## src/rtl/bus_cycle_ctrl.sv

```systemverilog
// bus_cycle_ctrl: 68000 local-bus cycle sequencer that adds per-region wait states before DTACK_n.
// Define BUS_WATCHDOG_EN to build the timeout counter, the ERR state (BERR_n) and the sticky o_TIMEOUT flag.
module bus_cycle_ctrl #(
    parameter int RAM_WAIT       = 0,
    parameter int ROM_WAIT       = 2,
    parameter int IO_WAIT        = 3,
    parameter int TIMEOUT_CYCLES = 64,
    parameter int CNT_W          = 8
) (
    input  logic i_CLK,
    input  logic i_RST,
    input  logic i_AS_n,
    input  logic i_EVENRAM_n,
    input  logic i_ODDRAM_n,
    input  logic i_EVENROM_n,
    input  logic i_ODDROM_n,
    input  logic i_IOSEL_n,
    input  logic i_EXPSEL_n,
    input  logic i_EXPDTACK_n,
    output logic o_DTACK_n,
    output logic o_BERR_n,
    output logic o_BUSY,
    output logic o_TIMEOUT
);

    // Cycle handshake: a cycle opens when IDLE samples AS_n low; once DTACK_n (or BERR_n) is
    // asserted it stays asserted until AS_n is sampled high, so every strobe ends exactly once.
    typedef enum logic [1:0] {
        ST_IDLE = 2'd0,
        ST_WAIT = 2'd1,
        ST_ACK  = 2'd2
`ifdef BUS_WATCHDOG_EN
        , ST_ERR = 2'd3
`endif
    } state_t;

    typedef enum logic [2:0] {
        RG_NONE = 3'd0,
        RG_RAM  = 3'd1,
        RG_ROM  = 3'd2,
        RG_IO   = 3'd3,
        RG_EXP  = 3'd4
    } region_t;

    state_t            state_q, state_d;
    region_t           region_q, region_d;
    region_t           sel_region;
    logic [CNT_W-1:0]  wait_cnt_q, wait_cnt_d;
    logic [CNT_W-1:0]  wait_load;
    logic              dtack_n_q, dtack_n_d;
    logic              ack_ready;

`ifdef BUS_WATCHDOG_EN
    logic [CNT_W-1:0]  to_cnt_q, to_cnt_d;
    logic              berr_n_q, berr_n_d;
    logic              timeout_q, timeout_d;
`endif

    // Several selects low is a decoder fault; resolve it as ROM > IO > RAM > EXP.
    always_comb begin
        sel_region = RG_NONE;
        if (!i_EVENROM_n || !i_ODDROM_n) begin
            sel_region = RG_ROM;
        end else if (!i_IOSEL_n) begin
            sel_region = RG_IO;
        end else if (!i_EVENRAM_n || !i_ODDRAM_n) begin
            sel_region = RG_RAM;
        end else if (!i_EXPSEL_n) begin
            sel_region = RG_EXP;
        end
    end

    always_comb begin
        wait_load = '0;
        case (sel_region)
            RG_RAM:  wait_load = CNT_W'(RAM_WAIT);
            RG_ROM:  wait_load = CNT_W'(ROM_WAIT);
            RG_IO:   wait_load = CNT_W'(IO_WAIT);
            default: wait_load = '0;
        endcase
    end

    always_comb begin
        state_d    = state_q;
        region_d   = region_q;
        wait_cnt_d = wait_cnt_q;
        ack_ready  = 1'b0;
`ifdef BUS_WATCHDOG_EN
        to_cnt_d   = to_cnt_q;
        timeout_d  = timeout_q;
`endif
        case (state_q)
            ST_IDLE: begin
                if (!i_AS_n) begin
                    state_d    = ST_WAIT;
                    region_d   = sel_region;
                    wait_cnt_d = wait_load;
`ifdef BUS_WATCHDOG_EN
                    to_cnt_d   = '0;
`endif
                end
            end
            ST_WAIT: begin
                wait_cnt_d = (wait_cnt_q == '0) ? '0 : wait_cnt_q - CNT_W'(1);
`ifdef BUS_WATCHDOG_EN
                to_cnt_d   = to_cnt_q + CNT_W'(1);
`endif
                case (region_q)
                    RG_RAM, RG_ROM, RG_IO: ack_ready = (wait_cnt_q == '0);
                    RG_EXP:                ack_ready = !i_EXPDTACK_n;
                    default:               ack_ready = 1'b0;
                endcase
                // Abort beats everything; an acknowledge beats a same-edge watchdog expiry.
                if (i_AS_n) begin
                    state_d = ST_IDLE;
                end else if (ack_ready) begin
                    state_d = ST_ACK;
`ifdef BUS_WATCHDOG_EN
                end else if (to_cnt_d == CNT_W'(TIMEOUT_CYCLES)) begin
                    state_d   = ST_ERR;
                    timeout_d = 1'b1;
`endif
                end
            end
            ST_ACK: begin
                if (i_AS_n) begin
                    state_d = ST_IDLE;
                end
            end
`ifdef BUS_WATCHDOG_EN
            ST_ERR: begin
                if (i_AS_n) begin
                    state_d = ST_IDLE;
                end
            end
`endif
            default: state_d = ST_IDLE;
        endcase

        dtack_n_d = (state_d != ST_ACK);
`ifdef BUS_WATCHDOG_EN
        berr_n_d  = (state_d != ST_ERR);
`endif
    end

    always_ff @(posedge i_CLK) begin
        if (i_RST) begin
            state_q    <= ST_IDLE;
            region_q   <= RG_NONE;
            wait_cnt_q <= '0;
            dtack_n_q  <= 1'b1;
`ifdef BUS_WATCHDOG_EN
            to_cnt_q   <= '0;
            berr_n_q   <= 1'b1;
            timeout_q  <= 1'b0;
`endif
        end else begin
            state_q    <= state_d;
            region_q   <= region_d;
            wait_cnt_q <= wait_cnt_d;
            dtack_n_q  <= dtack_n_d;
`ifdef BUS_WATCHDOG_EN
            to_cnt_q   <= to_cnt_d;
            berr_n_q   <= berr_n_d;
            timeout_q  <= timeout_d;
`endif
        end
    end

    assign o_DTACK_n = dtack_n_q;
    assign o_BUSY    = (state_q != ST_IDLE);

`ifdef BUS_WATCHDOG_EN
    assign o_BERR_n  = berr_n_q;
    assign o_TIMEOUT = timeout_q;
`else
    // No watchdog: bus error never asserts; the flag evaluates to 0 for any legal TIMEOUT_CYCLES.
    assign o_BERR_n  = 1'b1;
    assign o_TIMEOUT = (TIMEOUT_CYCLES == 0);
`endif

endmodule

```

## config.mk

```make
export PLATFORM = sky130hd
export DESIGN_NAME = bus_cycle_ctrl
export DESIGN_NICKNAME = d
export VERILOG_FILES = /design/src/rtl/bus_cycle_ctrl.sv
export SDC_FILE = /design/constraint.sdc
export NUM_CORES = 1
export LEC_CHECK = 0
export ABC_AREA = 1
export CAP_MARGIN = 40
export CORE_AREA = 4 4 50 52
export DETAILED_ROUTE_END_ITERATION = 6
export DIE_AREA = 0 0 54 56
export PLACE_DENSITY = 0.76
export SYNTH_ARGS = -nofsm -noshare
export SYNTH_HDL_FRONTEND = slang
export SYNTH_SLANG_ARGS = --single-unit
```

## constraint.sdc

```tcl
create_clock -name i_CLK -period 1.2 [get_ports i_CLK]
set_clock_uncertainty 0.05 [all_clocks]
set_input_delay 0.24 -clock i_CLK [delete_from_list [all_inputs] [get_ports i_CLK]]
set_output_delay 0.24 -clock i_CLK [all_outputs]
set_load 0.02 [all_outputs]
```

==> impl_metrics.py <==
metrics = {
    "pwr": {
        "irDropWorstVdd_mv": 0.754,
        "p_leak_nw": 0.494,
        "power.total_mw": 1.32,
        "seq_power_share": 0.402,
        "p_per_area_mw_per_mm2": 1200,
        "p_sw_frac": 0.326,
        "p_int_mw": 0.888,
        "p_sw_mw": 0.430,
        "power_frac_comb": 0.340,
        "clkPwrFrac": 0.258,
    },
    "yosys": {
        "synth-main-ff-cell": "dfxtp_1",
        "synth_warnings": 0,
        "synthMuxAreaShare": 0,
        "synth_edf_count": 0,
        "synth_xor_area_frac": 0.0219,
        "synth_area_leaders": "dfxtp_1 (35%), nand2_1 (15%), inv_1 (8.0%)",
        "synth_most_common_cell": "nand2_1",
        "netlist_area_um2": 801,
        "ys_seq_area_frac": 0.350,
        "yosys.area_share.simple": 0.366,
        "synthAdderAreaFrac": 0.0156,
        "synth_top_family_by_area": "simple AND/OR/NAND/NOR gates",
        "synth_compound_gate_area_share": 0.134,
        "yosysTopAreaCell": "dfxtp_1",
        "syn_area_per_cell_um2": 6.73,
        "synthesis.nets": 130,
        "synth-seq-cells": 14,
        "synthArstFlopShare": 0,
        "synthCells": 119,
        "yosys.cell_types.count": 22,
        "yosysTopAreaCellShare": 0.350,
        "synth_common_cells": "nand2_1 (32), inv_1 (17), dfxtp_1 (14)",
    },
    "global_routing": {
        "grtUsageTotal": 0.136,
        "grt_pass1_wl_mm": 3.13,
        "antenna_found_initial": 0,
        "grt_pass1_vias": 785,
        "grt-ovfl-total": 0,
        "grt_max_degree": 9,
    },
    "cts": {
        "path_clk_slew_ns": 0.09,
        "cts_tree": "yes",
        "clock-sinks": 14,
        "numCtsBuffers": 3,
        "cts_root_buf": "clkbuf_4",
        "cts_max_level": 1,
        "clkLatencyLatePin_ns": 0.28,
        "ctsLongestPathBuffers": 2,
    },
    "layout": {
        "n_antenna_cell": 0,
        "fin_area_mm2": 0.00109,
        "area_delta_synth_final_pct": 36.7,
        "final_nets": 155,
        "drive_above_1_share": 0.308,
    },
    "floorplanning": {
        "die_height_um": 56,
        "core_area_mm2": 0.00211,
        "boundaryPins": 14,
        "die_area_mm2": 0.00302,
        "initial_core_util": 0.380,
        "row_count": 17,
        "die_w_um": 54,
    },
    "setup_path": {
        "critPathMaxFanout": 8,
        "r2r_setup_slack_ns": -0.01,
        "critPathKind": "reg2reg",
        "critPathCaptureType": "flop",
        "worstPathArrival_ns": 1.38,
        "cp.required_ns": 1.36,
        "worstSetupStartpointType": "flop",
    },
    "timing": {
        "setup_viol": 3,
        "final.setup.worst_slack_ns": -0.0122,
        "hold_viol": 0,
        "grt_setup_unrepaired": "true",
        "fmax_ghz": 0.825,
        "fin_crit_ns": 1.21,
        "period_share": 1.01,
        "slew_viol_final": 0,
    },
    "placed_design": {
        "place_area_mm2": 0.00102,
        "place_congestion": 0.858,
        "dp_hpwl_mm": 1.42,
        "pre_cts_slack_ns": -0.211,
        "port_buffers": 11,
    },
    "drt": {
        "drt-pass1-iter-count": 4,
        "drt_iter0_markers": 16,
        "wl_per_cell_um": 10.6,
        "wl_mm": 1.81,
        "drc": 0,
        "viasPerCell": 4.76,
        "vias": 814,
        "ant_nets": 0,
    },
    "min_path": {
        "hp-class": "reg2reg",
    },
    "status": {
        "violations": "setup timing",
        "status": "finished with violations",
    },
    "run": {
        "cap_violations": 0,
    },
}
[power groups by stage]
stage               logic (mW)  clock network [mW]  registers, mW
CTS                      0.427               0.354          0.527
global placement         0.407                   0          0.533
finish                   0.448               0.340          0.530
floorplan                0.287                   0          0.531
detailed placement       0.420                   0          0.534
global route             0.501               0.379          0.535
[flip-flops by register name, summed over array words and instances (netlist names)]
name,count
state_q,2
region_q,3
wait_cnt_q,8
o_DTACK_n,1
[per-stage QoR]
step	std cells	hold WS (ns)	TNS (ns)	utilization
after floorplan	119	0.259	0	-
after global placement	166	0.421	-1.80	0.484
after detailed placement	166	0.435	-2.27	0.484
after global routing	171	0.492	-0.832	0.520
after CTS	170	0.449	-0.334	0.504
final	171	0.466	-0.0319	0.520
[critical path: stages, from the launching register on]
cell,delay (ns)
dfxtp_2,0.35
inv_2,0.05
ha_4,0.17
nand3_4,0.09
nor2_4,0.05
nor2_4,0.17
nand2_1,0.09
a21oi_2,0.12
[cells in the final DEF, fill, tap and decap left out, types with 5 or more instances in the layout]
cell type / n
nand2_1: 32
inv_1: 14
buf_4: 11
dfxtp_1: 10
clkdlybuf4s50_1: 9
nor2_1: 7
a21oi_2: 6
o21ai_0: 5
a21oi_1: 5
[logic make-up (layout without fill, tap and decap cells)]
kind of cell	Yosys count	in the layout
other	2	2
adder cells (fa/ha/maj)	1	1
flip-flops	14	14
buffers and inverters	20	44
XOR/XNOR	2	2
AND/OR/NAND/NOR	60	60
AO/OA/AOI/OAI	20	20
[path summary, 6_finish.rpt]
path | cells past startpoint | startpoint | end
setup reg to reg | 7 | wait_cnt_q[0] | wait_cnt_q[5]
setup / recovery | 7 | wait_cnt_q[0] | wait_cnt_q[5]
hold / removal | 2 | wait_cnt_q[7] | wait_cnt_q[7]
hold reg to reg | 2 | wait_cnt_q[7] | wait_cnt_q[7]
[layout make-up]
class | count | area (um^2)
timing repair buffer | 22 | 189
multi-input combinational | 85 | 482
inverter | 18 | 67.6
fill | 215 | 1010
sequential | 14 | 285
tap | 28 | 35.0
clock buffer | 4 | 36.3
[timing repair]
action	CTS	global route
setup endpoints to repair	13	16
buffers inserted	0	1
resized for setup	13	15
pin swaps	5	5
hold buffers	0	0
[layer usage]
metal | share of wire | wire, um | track usage | up-vias
met3 | 0.040 | 73 | 0.0322 | 2
li1 | - | - | - | 419
met2 | 0.52 | 947 | 0.228 | 16
met1 | 0.42 | 767 | 0.161 | 377
met4 | 0.014 | 25 | 0.0534 | 0
met5 | 0 | 0 | 0 | -
No activity file was read; power rests on OpenSTA's default activity.
